--- src/rtl/uart_report_scheduler_pkg.sv ---
// Shared definitions for the UART report scheduler: FSM encoding, frame
// layout, ASCII constants and default command codes.
package uart_report_scheduler_pkg;

  typedef enum logic [2:0] {
    IDLE,
    LOAD,
    SEND,
    WAIT_ACC,
    WAIT_RDY,
    DONE
  } state_t;

  localparam int FRAME_LEN = 11;
  localparam logic [3:0] LAST_IDX = 4'(FRAME_LEN - 1);

  localparam logic [7:0] ASCII_H     = 8'h48;
  localparam logic [7:0] ASCII_T     = 8'h54;
  localparam logic [7:0] ASCII_COLON = 8'h3A;
  localparam logic [7:0] ASCII_SPACE = 8'h20;
  localparam logic [7:0] ASCII_CR    = 8'h0D;
  localparam logic [7:0] ASCII_LF    = 8'h0A;
  localparam logic [7:0] ASCII_DASH  = 8'h2D;
  localparam logic [7:0] ASCII_ZERO  = 8'h30;

  localparam logic [7:0] DEF_CMD_REQ = 8'h3F;
  localparam logic [7:0] DEF_CMD_ON  = 8'h31;
  localparam logic [7:0] DEF_CMD_OFF = 8'h30;

  // Invalid BCD (10..15) is shown as '-' so a bad sensor read is visible.
  function automatic logic [7:0] bcd_to_ascii(input logic [3:0] d);
    return (d > 4'd9) ? ASCII_DASH : (ASCII_ZERO | {4'h0, d});
  endfunction

endpackage

--- src/rtl/uart_report_scheduler_byte_mux.sv ---
// Combinational frame byte selector: "H:hh T:tt\r\n" indexed 0..10.
module report_byte_mux
  import uart_report_scheduler_pkg::*;
(
  input  logic [3:0] index,
  input  logic [3:0] h10,
  input  logic [3:0] h0,
  input  logic [3:0] t10,
  input  logic [3:0] t0,
  output logic [7:0] tx_byte
);

  always_comb begin
    tx_byte = 8'h00;
    case (index)
      4'd0:    tx_byte = ASCII_H;
      4'd1:    tx_byte = ASCII_COLON;
      4'd2:    tx_byte = bcd_to_ascii(h10);
      4'd3:    tx_byte = bcd_to_ascii(h0);
      4'd4:    tx_byte = ASCII_SPACE;
      4'd5:    tx_byte = ASCII_T;
      4'd6:    tx_byte = ASCII_COLON;
      4'd7:    tx_byte = bcd_to_ascii(t10);
      4'd8:    tx_byte = bcd_to_ascii(t0);
      4'd9:    tx_byte = ASCII_CR;
      4'd10:   tx_byte = ASCII_LF;
      default: tx_byte = 8'h00;
    endcase
  end

endmodule

--- src/rtl/uart_report_scheduler.sv ---
// Sends humidity/temperature report frames over a UART, on command or
// periodically. Handshake: tx_send pulses only while tx_trdy=1 in SEND;
// the transmitter acknowledges by dropping tx_trdy, then raises it when free.
module uart_report_scheduler
  import uart_report_scheduler_pkg::*;
#(
  parameter int         PERIOD_TICKS = 2000000,
  parameter logic [7:0] CMD_REQ      = DEF_CMD_REQ,
  parameter logic [7:0] CMD_ON       = DEF_CMD_ON,
  parameter logic [7:0] CMD_OFF      = DEF_CMD_OFF
) (
  input  logic       clk,
  input  logic       reset,
  input  logic [3:0] humidity10,
  input  logic [3:0] humidity0,
  input  logic [3:0] temperature10,
  input  logic [3:0] temperature0,
  input  logic       rx_valid,
  input  logic [7:0] rx_data,
  output logic       rx_read_en,
  input  logic       tx_trdy,
  output logic [7:0] tx_data,
  output logic       tx_send,
  output logic       busy,
  output logic       auto_en,
  output logic       frame_done,
  output state_t     dbg_state
);

  localparam int CNT_W = (PERIOD_TICKS > 1) ? $clog2(PERIOD_TICKS) : 1;
  localparam logic [CNT_W-1:0] CNT_MAX = CNT_W'(PERIOD_TICKS - 1);

  state_t           state, state_nxt;
  logic [3:0]       idx;
  logic [3:0]       h10_q, h0_q, t10_q, t0_q;
  logic             pending;
  logic [CNT_W-1:0] cnt;
  logic [7:0]       tx_data_q;
  logic [7:0]       mux_byte;
  logic             consume, tick, trigger;

  assign consume = rx_valid && !rx_read_en;
  assign tick    = auto_en && (cnt == CNT_MAX);
  assign trigger = tick || (consume && (rx_data == CMD_REQ));

  report_byte_mux u_byte_mux (
    .index   (idx),
    .h10     (h10_q),
    .h0      (h0_q),
    .t10     (t10_q),
    .t0      (t0_q),
    .tx_byte (mux_byte)
  );

  always_ff @(posedge clk) begin
    if (reset) state <= IDLE;
    else       state <= state_nxt;
  end

  always_comb begin
    state_nxt = state;
    tx_send   = 1'b0;
    case (state)
      IDLE:     if (pending) state_nxt = LOAD;
      LOAD:     state_nxt = SEND;
      SEND: begin
        if (tx_trdy) begin
          tx_send   = 1'b1;
          state_nxt = WAIT_ACC;
        end
      end
      WAIT_ACC: if (!tx_trdy) state_nxt = WAIT_RDY;
      WAIT_RDY: if (tx_trdy) state_nxt = (idx == LAST_IDX) ? DONE : SEND;
      DONE:     state_nxt = IDLE;
      default:  state_nxt = IDLE;
    endcase
  end

  assign busy       = (state != IDLE);
  assign frame_done = (state == DONE);
  assign tx_data    = (state == SEND) ? mux_byte : tx_data_q;
  assign dbg_state  = state;

  always_ff @(posedge clk) begin
    if (reset) begin
      idx        <= 4'd0;
      h10_q      <= 4'd0;
      h0_q       <= 4'd0;
      t10_q      <= 4'd0;
      t0_q       <= 4'd0;
      pending    <= 1'b0;
      cnt        <= '0;
      auto_en    <= 1'b1;
      tx_data_q  <= 8'h00;
      rx_read_en <= 1'b0;
    end else begin
      rx_read_en <= consume;

      if (state == LOAD) begin
        idx   <= 4'd0;
        h10_q <= humidity10;
        h0_q  <= humidity0;
        t10_q <= temperature10;
        t0_q  <= temperature0;
      end else if (state == WAIT_RDY && tx_trdy && idx != LAST_IDX) begin
        idx <= idx + 4'd1;
      end

      if (tx_send) tx_data_q <= mux_byte;

      // A new trigger wins over the clear, so one arriving while the
      // FSM leaves IDLE still produces a follow-up frame.
      if (trigger)            pending <= 1'b1;
      else if (state == IDLE) pending <= 1'b0;

      if (consume && rx_data == CMD_ON) begin
        auto_en <= 1'b1;
        cnt     <= '0;
      end else if (consume && rx_data == CMD_OFF) begin
        auto_en <= 1'b0;
        cnt     <= '0;
      end else if (!auto_en || tick) begin
        cnt <= '0;
      end else begin
        cnt <= cnt + CNT_W'(1);
      end
    end
  end

endmodule

--- config.mk ---
export PLATFORM = sky130hd
export DESIGN_NAME = uart_report_scheduler
export DESIGN_NICKNAME = d
export VERILOG_FILES = /design/src/rtl/uart_report_scheduler_pkg.sv /design/src/rtl/uart_report_scheduler_byte_mux.sv /design/src/rtl/uart_report_scheduler.sv
export SDC_FILE = /design/constraint.sdc
export NUM_CORES = 1
export LEC_CHECK = 0
export CAP_MARGIN = 20
export CORE_UTILIZATION = 34
export DETAILED_ROUTE_END_ITERATION = 10
export GPL_ROUTABILITY_DRIVEN = 0
export GPL_TIMING_DRIVEN = 0
export PLACE_DENSITY_LB_ADDON = 0.08
export SYNTH_ARGS = -nofsm -noshare
export SYNTH_HDL_FRONTEND = slang
export SYNTH_SLANG_ARGS = --single-unit
--- constraint.sdc ---
create_clock -name clk -period 5.5 [get_ports clk]
set_clock_uncertainty 0.05 [all_clocks]
set_input_delay 0.55 -clock clk [delete_from_list [all_inputs] [get_ports clk]]
set_output_delay 0.55 -clock clk [all_outputs]
set_load 0.02 [all_outputs]
==> results of run 1 <==
-- cells in the mapped netlist (all sizes together), types with 2 or more instances --
cell    count
o211ai      3
a21o        2
nor4bb      2
nor3       10
a311oi      2
nor2b       2
ha          5
and2        5
inv        14
o22ai       4
nor3b       3
nand2      45
buf         5
or4b        2
a221oi      2
nand3       5
a21oi      39
xnor2      11
mux2i       7
dfxtp      54
o21a        3
nor2       37
xor2        5
a211oi      5
mux2        2
nand2b      5
clkbuf     20
o21ai      12
or3         6
nand4       6
or4         6
nand3b      4
o31ai       3
-- final timing paths --
kind | end | slack, ns | cells after the start | start
setup / recovery | tx_data[1] | 2.07 | 8 | idx[0]
hold reg to reg | cnt[0] | 0.41 | 1 | cnt[0]
hold / removal | cnt[0] | 0.41 | 1 | cnt[0]
setup reg to reg | cnt[2] | 3.25 | 5 | cnt[8]
-- state kept, by name, summed over array words and instances (netlist names) --
register	cells
cnt	21
tx_data_q	7
h0_q	4
h10_q	4
idx	4
t0_q	4
t10_q	4
dbg_state	3
auto_en	1
pending	1
rx_read_en	1
-- cells by family (layout without fill, tap and decap cells) --
logic type	count (synthesis)	after routing	synth area share
flip-flops	54	54	0.3917
other	1	1	0.001359
XOR/XNOR	16	16	0.05077
buffers and inverters	39	87	0.05575
multiplexers	9	9	0.03355
AO/OA/AOI/OAI	82	82	0.1786
AND/OR/NAND/NOR	144	144	0.2656
adder cells (fa/ha/maj)	5	5	0.02267
-- report_power, final --
group	internal (W)	total, W	leakage [nW]	switching [W]
Combinational	0.0000217	0.0000379	0.604	0.0000162
Clock	0.000102	0.000235	0.0482	0.000133
Sequential	0.000393	0.000395	0.436	0.00000171
-- through the flow --
stage               instances  utilization  setup slack (ns)  power (W)  instance area, um^2
floorplan                 350            -             3.237  0.0004180                 2760
global placement          492       0.4212             2.476  0.0004422                 3288
detailed placement        492       0.4212             2.489  0.0004423                 3288
CTS                       500       0.4329             2.121  0.0006781                 3379
global route              500       0.4329             1.850  0.0006971                 3379
finish                    500       0.4329             2.071  0.0006675                 3379
-- layer usage --
layer | GRT usage | up-vias
met2 | 0.2643 | 24
met3 | 0.02902 | 5
met1 | 0.2183 | 1142
li1 | - | 1307
met4 | 0.04427 | 0
met5 | 0 | -
-- area by class of cell --
class                           instances  area (um^2)
Timing Repair Buffer                   40        400.4
Sequential cell                        54         1081
Tap cell                              102        127.6
Clock inverter                          1        5.005
Buffer                                 25        101.3
Fill cell                             829         4428
Inverter                               14        52.55
Multi-Input combinational cell        257         1525
Clock buffer                            7        86.33
==> impl_metrics.env, run 1 <==
export IMPL_status="finished clean"
export IMPL_synth_area_mm2=0.002760
export IMPL_routed_wirelength_mm=6.511
export IMPL_hp_class="reg -> reg"
export IMPL_avgSynthCellArea_um2=7.886
export IMPL_path_clk_slew_ns=0.10
export IMPL_ys_flop_type="dfxtp_1"
export IMPL_clock_latency_ns=0.31
export IMPL_crit_chain="inv_1 > ha_1 > clkbuf_1 > inv_1 > nor2_1 > a2111oi_0 > a21oi_1 > clkdlybuf4s50_1"
export IMPL_period_needed_ns=3.429
export IMPL_worstSetupEndpointType="primary output"
export IMPL_io_buffer_count=40
export IMPL_cts_tree="built"
export IMPL_worst_pin_slew_ns=0.8154
export IMPL_grt_pass1_wl_mm=11.03
export IMPL_final_common_cell="dfxtp_1"
export IMPL_viasPerCell=4.956
export IMPL_dieArea_mm2=0.008482
export IMPL_synth_top_cell_by_area="dfxtp_1"
export IMPL_fin_nets=430
export IMPL_whs_ns=0.4052
export IMPL_coreArea_mm2=0.007807
export IMPL_drt_iter0_drc=70
export IMPL_overflow=0
export IMPL_synth_cell_types=51
export IMPL_path_buf_inv=4
export IMPL_clockBufferDepth=2
export IMPL_cts_resized=0
export IMPL_dr_total_vias=2478
export IMPL_fmax_ghz=0.2917
export IMPL_drive_gt1_frac=0.03769
export IMPL_slowest_delay_ns=0.73
export IMPL_cts_buffers=5
export IMPL_pin_count=44
export IMPL_hold_viol=0
export IMPL_wl_met1_mm=3.265
export IMPL_dp_hpwl_mm=4.780
export IMPL_drv_slew=0
export IMPL_synthCells=350
export IMPL_setup_viol=0
export IMPL_netlist_top_cells_area="dfxtp_1, a21oi_1, nand2_1, nor2_1, xnor2_1"
export IMPL_cts_root_buf="clkbuf_8"
export IMPL_synth_top_area_frac=0.3917
export IMPL_ir_worst_vdd_mv=0.09850
export IMPL_drc=0
export IMPL_die_h_um=92.10
export IMPL_cp_start_kind="flop"
export IMPL_placementRows=32
export IMPL_synth_edf_count=0
export IMPL_ys_warn_count=0
export IMPL_grt_pass1_vias=2270
export IMPL_ctsHtreeMaxLevel=2
export IMPL_slew_limit_headroom=0.4424
export IMPL_wl_met3_um=138
export IMPL_yosysSeqAreaShare=0.3917
export IMPL_cts_sinks=54
export IMPL_grtUsageTotal=0.1618
export IMPL_tns_ns=0
export IMPL_min_period_over_period=0.6234
export IMPL_final_cell_mix="dfxtp_1, nand2_1, clkdlybuf4s50_1"
export IMPL_met2WireLength_mm=3.044
export IMPL_cp_slowest_cell="a2111oi_0"
export IMPL_die_w_um=92.10
export IMPL_post_cts_buffers=0
export IMPL_dr_pass1_iters=4
export IMPL_critPathKind="reg -> out"
export IMPL_ys_async_sr_fraction=0
export IMPL_rsz0062_at_grt="false"
export IMPL_cp_top_family="buffers and inverters"
export IMPL_cap_violations=0
export IMPL_num_antenna_cells=0
export IMPL_wl_per_cell_um=13.02
export IMPL_power_density_mw_per_mm2=197.5
export IMPL_power_leakage_nw=1.088
export IMPL_ctsHoldBuffers=0
export IMPL_start_util=0.3535
export IMPL_crit_path_max_fanout=8
export IMPL_antenna_found_initial=0
export IMPL_syn_num_nets=383
export IMPL_ys_ff_latch=54
export IMPL_crit_required_ns=4.90
export IMPL_grt_max_degree=16
export IMPL_area_growth_syn_to_layout_pct=22.44
export IMPL_detail_route_antenna_nets=0
export IMPL_cp_arrival_ns=2.83
export IMPL_top_layer="met4"
export IMPL_cp_common_cell="inv_1"
Note: power is estimated with default switching activity, not from simulation.
==> run 2, diff against run 1 <==
==> constraint.sdc (replaced) <==
create_clock -name clk -period 3.4 [get_ports clk]
set_clock_uncertainty 0.05 [all_clocks]
set_input_delay 0.34 -clock clk [delete_from_list [all_inputs] [get_ports clk]]
set_output_delay 0.34 -clock clk [all_outputs]
set_load 0.02 [all_outputs]
==> run 2 against run 1 <==
Net effect:
- clock power increased by 63%
- sequential power increased by 62%
- critical endpoint is now tx_send
- largest power group unchanged
- flip-flop and latch count unchanged
- cell count unchanged
- setup slack got worse by 1.7 ns
- final area about the same
==> impl_metrics.env, run 2 (synthesis gave the netlist of run 1 again) <==
export IMPL_status="finished clean"
export IMPL_power_density_mw_per_mm2=320.3
export IMPL_crit_chain="clkbuf_1 > nor3b_1 > and2_1 > buf_1 > clkdlybuf4s50_1"
export IMPL_worst_pin_slew_ns=0.5512
export IMPL_ctsHtreeMaxLevel=2
export IMPL_dieArea_mm2=0.008482
export IMPL_cp_start_kind="flop"
export IMPL_drc=0
export IMPL_detail_route_antenna_nets=0
export IMPL_die_h_um=92.10
export IMPL_seq_area_mm2=0.001081
export IMPL_dr_total_vias=2474
export IMPL_placed_area_mm2=0.003288
export IMPL_slowest_delay_ns=0.69
export IMPL_dr_pass1_iters=4
export IMPL_whs_path_depth=2
export IMPL_fmax_ghz=0.3251
export IMPL_dp_hpwl_mm=4.780
export IMPL_ctsHoldBuffers=0
export IMPL_ir_worst_vdd_mv=0.1615
export IMPL_drt_iter0_drc=75
export IMPL_io_buffer_count=40
export IMPL_cp_arrival_ns=2.69
export IMPL_rsz0062_at_grt="false"
export IMPL_crit_required_ns=3.01
export IMPL_path_clk_slew_ns=0.10
export IMPL_postLayoutCellArea_mm2=0.003381
export IMPL_hp_class="in -> reg"
export IMPL_grt_pass1_wl_mm=11.03
export IMPL_r2r_slack_ns=1.15
export IMPL_cts_tree="built"
export IMPL_hold_viol=0
export IMPL_overflow=0
export IMPL_grt_pass1_vias=2270
export IMPL_critPathKind="reg -> out"
export IMPL_cts_resized=0
export IMPL_min_period_over_period=0.9047
export IMPL_cts_buffers=5
export IMPL_slew_limit_headroom=0.6275
export IMPL_grt_max_degree=16
export IMPL_num_fill_cells=830
export IMPL_crit_path_max_fanout=10
export IMPL_start_util=0.3535
export IMPL_final_common_cell="dfxtp_1"
export IMPL_cp_slowest_cell="clkdlybuf4s50_1"
export IMPL_placementRows=32
export IMPL_wl_per_cell_um=13.06
export IMPL_num_antenna_cells=0
export IMPL_drive_gt1_frac=0.03769
export IMPL_regMostFlops="cnt"
export IMPL_antenna_found_initial=0
export IMPL_routed_wirelength_mm=6.528
export IMPL_post_cts_buffers=0
export IMPL_final_core_util=0.4330
export IMPL_cts_root_buf="clkbuf_8"
export IMPL_reg_top3="cnt (21), tx_data_q (7)"
export IMPL_worstSetupEndpointType="primary output"
export IMPL_setup_viol=0
export IMPL_coreArea_mm2=0.007807
export IMPL_area_growth_syn_to_layout_pct=22.48
export IMPL_die_w_um=92.10
export IMPL_grtUsageTotal=0.1618
export IMPL_power_leakage_nw=1.088
export IMPL_r2r_end="cnt[2]"
export IMPL_cts_sinks=54
export IMPL_multi_input_area_mm2=0.001526
export IMPL_largest_reg_flops=21
export IMPL_min_to="rx_read_en"
export IMPL_viasPerCell=4.948
export IMPL_clockBufferDepth=2
export IMPL_final_cell_mix="dfxtp_1, nand2_1, clkdlybuf4s50_1"
export IMPL_drv_slew=0
export IMPL_reg2reg_depth=5
export IMPL_pin_count=44
export IMPL_tns_ns=0
export IMPL_r2r_start="cnt[8]"
export IMPL_period_needed_ns=3.076
export IMPL_fin_nets=430
export IMPL_clock_latency_ns=0.31
export IMPL_cap_violations=0
export IMPL_holdCritStartpoint="reset"
run 2: changes by cell type in the layout (fill, tap and decap cells not counted):
cell,before,now
a2111oi_0,1,0
a2111oi_1,0,1
run 2: stage by stage:
| step | power [W] | setup slack, ns | hold slack (ns) | instances |
|---|---|---|---|---|
| after floorplan | 0.0006762 | 1.347 | 0.3675 | 350 |
| after global placement | 0.0007154 | 0.5857 | 0.3808 | 492 |
| after detailed placement | 0.0007155 | 0.5987 | 0.3874 | 492 |
| after CTS | 0.001097 | 0.2305 | 0.3379 | 500 |
| after global routing | 0.001128 | 0.06737 | 0.3477 | 500 |
| final | 0.001083 | 0.3241 | 0.3245 | 500 |
run 2: per-layer routing:
layer	wire length, um	global-route usage	vias to the layer above
met1	3270	0.2183	1134
met4	72	0.04427	0
met2	3041	0.2643	26
li1	-	-	1307
met3	143	0.02902	7
met5	0	0	-
run 2: where the power goes:
part,switching [W],internal [W]
clock,0.000217,0.000165
sequential,0.00000277,0.000636
combinational,0.0000262,0.0000351
total,0.000246,0.000836
run 2: final cells by class:
type | count | share of cell area
buffer | 25 | 0.02998
clock buffer | 7 | 0.02554
clock inverter | 1 | 0.001480
inverter | 14 | 0.01554
multi-input combinational | 257 | 0.4515
sequential | 54 | 0.3198
tap | 102 | 0.03775
timing repair buffer | 40 | 0.1184
run 2: worst max-delay path by stage:
| stage | start | to | cells after the start |
|---|---|---|---|
| final | dbg_state[2] | tx_send | 5 |
| after global routing | dbg_state[2] | tx_send | 5 |
| after CTS | idx[0] | tx_data[1] | 8 |
| after detailed placement | idx[0] | tx_data[1] | 8 |
| after global placement | idx[0] | tx_data[1] | 8 |
| after floorplan | dbg_state[2] | tx_data[0] | 5 |
run 2: critical path: cells and delay by family, from the launching register on:
family	cells	cell delay, ns
buffers and inverters	3	1.26
flip-flops	1	0.32
AND/OR/NAND/NOR	2	0.79
==> run 3, diff against run 2 <==
--- a/config.mk
+++ b/config.mk
@@ -10,6 +10,7 @@
 export DETAILED_ROUTE_END_ITERATION = 10
 export GPL_ROUTABILITY_DRIVEN = 0
 export GPL_TIMING_DRIVEN = 0
+export MAX_ROUTING_LAYER = met4
 export PLACE_DENSITY_LB_ADDON = 0.08
 export SYNTH_ARGS = -nofsm -noshare
 export SYNTH_HDL_FRONTEND = slang
==> run 3 against run 2 <==
Net effect:
- first-iteration DRC count fell by 1.3%
- setup slack gained 0.0024 ns
- via count grew 0.77%
- maximum frequency is essentially flat
- sequential power is essentially flat
- global-route usage increased by 0.46 points
- critical path depth is the same
- final area stayed put
- worst hold slack gained 0.00074 ns
- combinational power about the same
- core utilization did not move
- highest routed layer unchanged
==> impl_metrics.env, run 3 (synthesis gave the netlist of run 1 again) <==
export IMPL_clock_latency_ns=0.31
export IMPL_ctsHtreeMaxLevel=2
export IMPL_routed_wirelength_mm=6.500
export IMPL_tns_ns=0
export IMPL_largest_reg_flops=21
export IMPL_final_common_cell="dfxtp_1"
export IMPL_grt_pass1_vias=2271
export IMPL_drt_iter0_drc=74
export IMPL_dr_total_vias=2493
export IMPL_rsz0062_at_grt="false"
export IMPL_ctsHoldBuffers=0
export IMPL_min_period_over_period=0.9039
export IMPL_viasPerCell=4.986
export IMPL_final_cell_mix="dfxtp_1, nand2_1, clkdlybuf4s50_1"
export IMPL_pin_count=44
export IMPL_setup_viol=0
export IMPL_min_to="rx_read_en"
export IMPL_dieArea_mm2=0.008482
export IMPL_drv_slew=0
export IMPL_detail_route_antenna_nets=0
export IMPL_fmax_ghz=0.3254
export IMPL_sequentialPowerShare=0.590
export IMPL_power_switching_w=0.0002460
export IMPL_cp_start_kind="flop"
export IMPL_power_frac_comb=0.057
export IMPL_die_h_um=92.10
export IMPL_crit_path_max_fanout=10
export IMPL_cp_arrival_ns=2.68
export IMPL_internal_power_w=0.0008364
export IMPL_regMostFlops="cnt"
export IMPL_io_buffer_count=40
export IMPL_start_util=0.3535
export IMPL_fin_nets=430
export IMPL_cap_violations=0
export IMPL_clockBufferDepth=2
export IMPL_hp_class="in -> reg"
export IMPL_dp_hpwl_mm=4.780
export IMPL_coreArea_mm2=0.007807
export IMPL_wl_per_cell_um=13.00
export IMPL_antenna_found_initial=0
export IMPL_die_w_um=92.10
export IMPL_cp_slowest_cell="clkdlybuf4s50_1"
export IMPL_dr_pass1_iters=4
export IMPL_hold_viol=0
export IMPL_swShare=0.2273
export IMPL_power_leakage_nw=1.088
export IMPL_power_w=0.001082
export IMPL_grtUsageTotal=0.1664
export IMPL_status="finished clean"
export IMPL_reg_top3="cnt (21), tx_data_q (7)"
export IMPL_power_density_mw_per_mm2=320.2
export IMPL_clockPowerShare=0.353
export IMPL_r2r_start="cnt[8]"
export IMPL_cts_sinks=54
export IMPL_cts_tree="built"
export IMPL_holdCritStartpoint="reset"
export IMPL_drc=0
export IMPL_r2r_slack_ns=1.15
export IMPL_ir_worst_vdd_mv=0.1605
export IMPL_period_needed_ns=3.073
export IMPL_cts_root_buf="clkbuf_8"
export IMPL_path_clk_slew_ns=0.10
export IMPL_critPathKind="reg -> out"
export IMPL_cts_buffers=5
export IMPL_num_antenna_cells=0
export IMPL_crit_required_ns=3.01
export IMPL_drive_gt1_frac=0.03769
export IMPL_instances_no_fill=500
export IMPL_placementRows=32
export IMPL_worstSetupEndpointType="primary output"
export IMPL_whs_path_depth=2
export IMPL_placed_cells=492
export IMPL_r2r_end="cnt[2]"
export IMPL_num_fill_cells=830
export IMPL_crit_chain="clkbuf_1 > nor3b_1 > and2_1 > buf_1 > clkdlybuf4s50_1"
export IMPL_reg2reg_depth=5
export IMPL_slew_limit_headroom=0.6275
export IMPL_worst_pin_slew_ns=0.5512
export IMPL_overflow=0
export IMPL_slowest_delay_ns=0.69
export IMPL_grt_max_degree=16
export IMPL_area_growth_syn_to_layout_pct=22.48
export IMPL_grt_pass1_wl_mm=11.02
run 3: cell counts in the layout (fill, tap and decap cells not counted):
No cell type changed its count.
run 3: worst max-delay path, delay by kind of cell, from the launching register on:
kind / cells / cell delay (ns)
and+or+nand+nor: 2 / 0.79
DFF: 1 / 0.32
buffers and inverters: 3 / 1.26
run 3: power by group through the flow:
stage | Clock (W) | Combinational (W) | Sequential (W)
after floorplan | 0 | 0.0000221 | 0.000654
after global placement | 0 | 0.0000619 | 0.000653
after detailed placement | 0 | 0.0000619 | 0.000654
after CTS | 0.000396 | 0.0000621 | 0.000639
after global routing | 0.000421 | 0.0000674 | 0.000640
final | 0.000382 | 0.0000613 | 0.000639
run 3: per-stage QoR:
step                      area [um^2]  setup WS [ns]  hold slack [ns]    util
final                            3381         0.3266           0.3253  0.4330
after global routing             3381        0.06738           0.3477  0.4330
after CTS                        3379         0.2305           0.3379  0.4329
after detailed placement         3288         0.5987           0.3874  0.4212
after global placement           3288         0.5857           0.3808  0.4212
after floorplan                  2760          1.347           0.3675       -
run 3: final cells by class:
type	count	area, um^2	share of cell area
clock inverter	1	5.005	0.001480
timing repair buffer	40	400.4	0.1184
multi-input combinational	257	1526	0.4515
inverter	14	52.55	0.01554
buffer	25	101.3	0.02998
sequential	54	1081	0.3198
tap	102	127.6	0.03775
clock buffer	7	86.33	0.02554
run 3: how the worst max path moves through the flow:
stage	startpoint	endpoint	slack, ns	depth (start not counted)
2_1_floorplan	dbg_state[2]	tx_data[0]	1.35	5
3_3_place_gp	idx[0]	tx_data[1]	0.59	8
3_5_place_dp	idx[0]	tx_data[1]	0.60	8
4_1_cts	idx[0]	tx_data[1]	0.23	8
5_1_grt	dbg_state[2]	tx_send	0.07	5
6_report	dbg_state[2]	tx_send	0.33	5
run 3: timing repair:
action                     in CTS  in global routing
buffers inserted                0                  0
resized for setup               0                  1
setup endpoints to repair       0                  1
run 3: per-layer routing:
metal  track usage  routed length [um]  up-vias
li1              -                   -     1309
met1        0.2178                3197     1141
met3       0.02902                 174        7
met4       0.04427                  68        0
met5             -                   0        -
met2        0.2649                3060       36
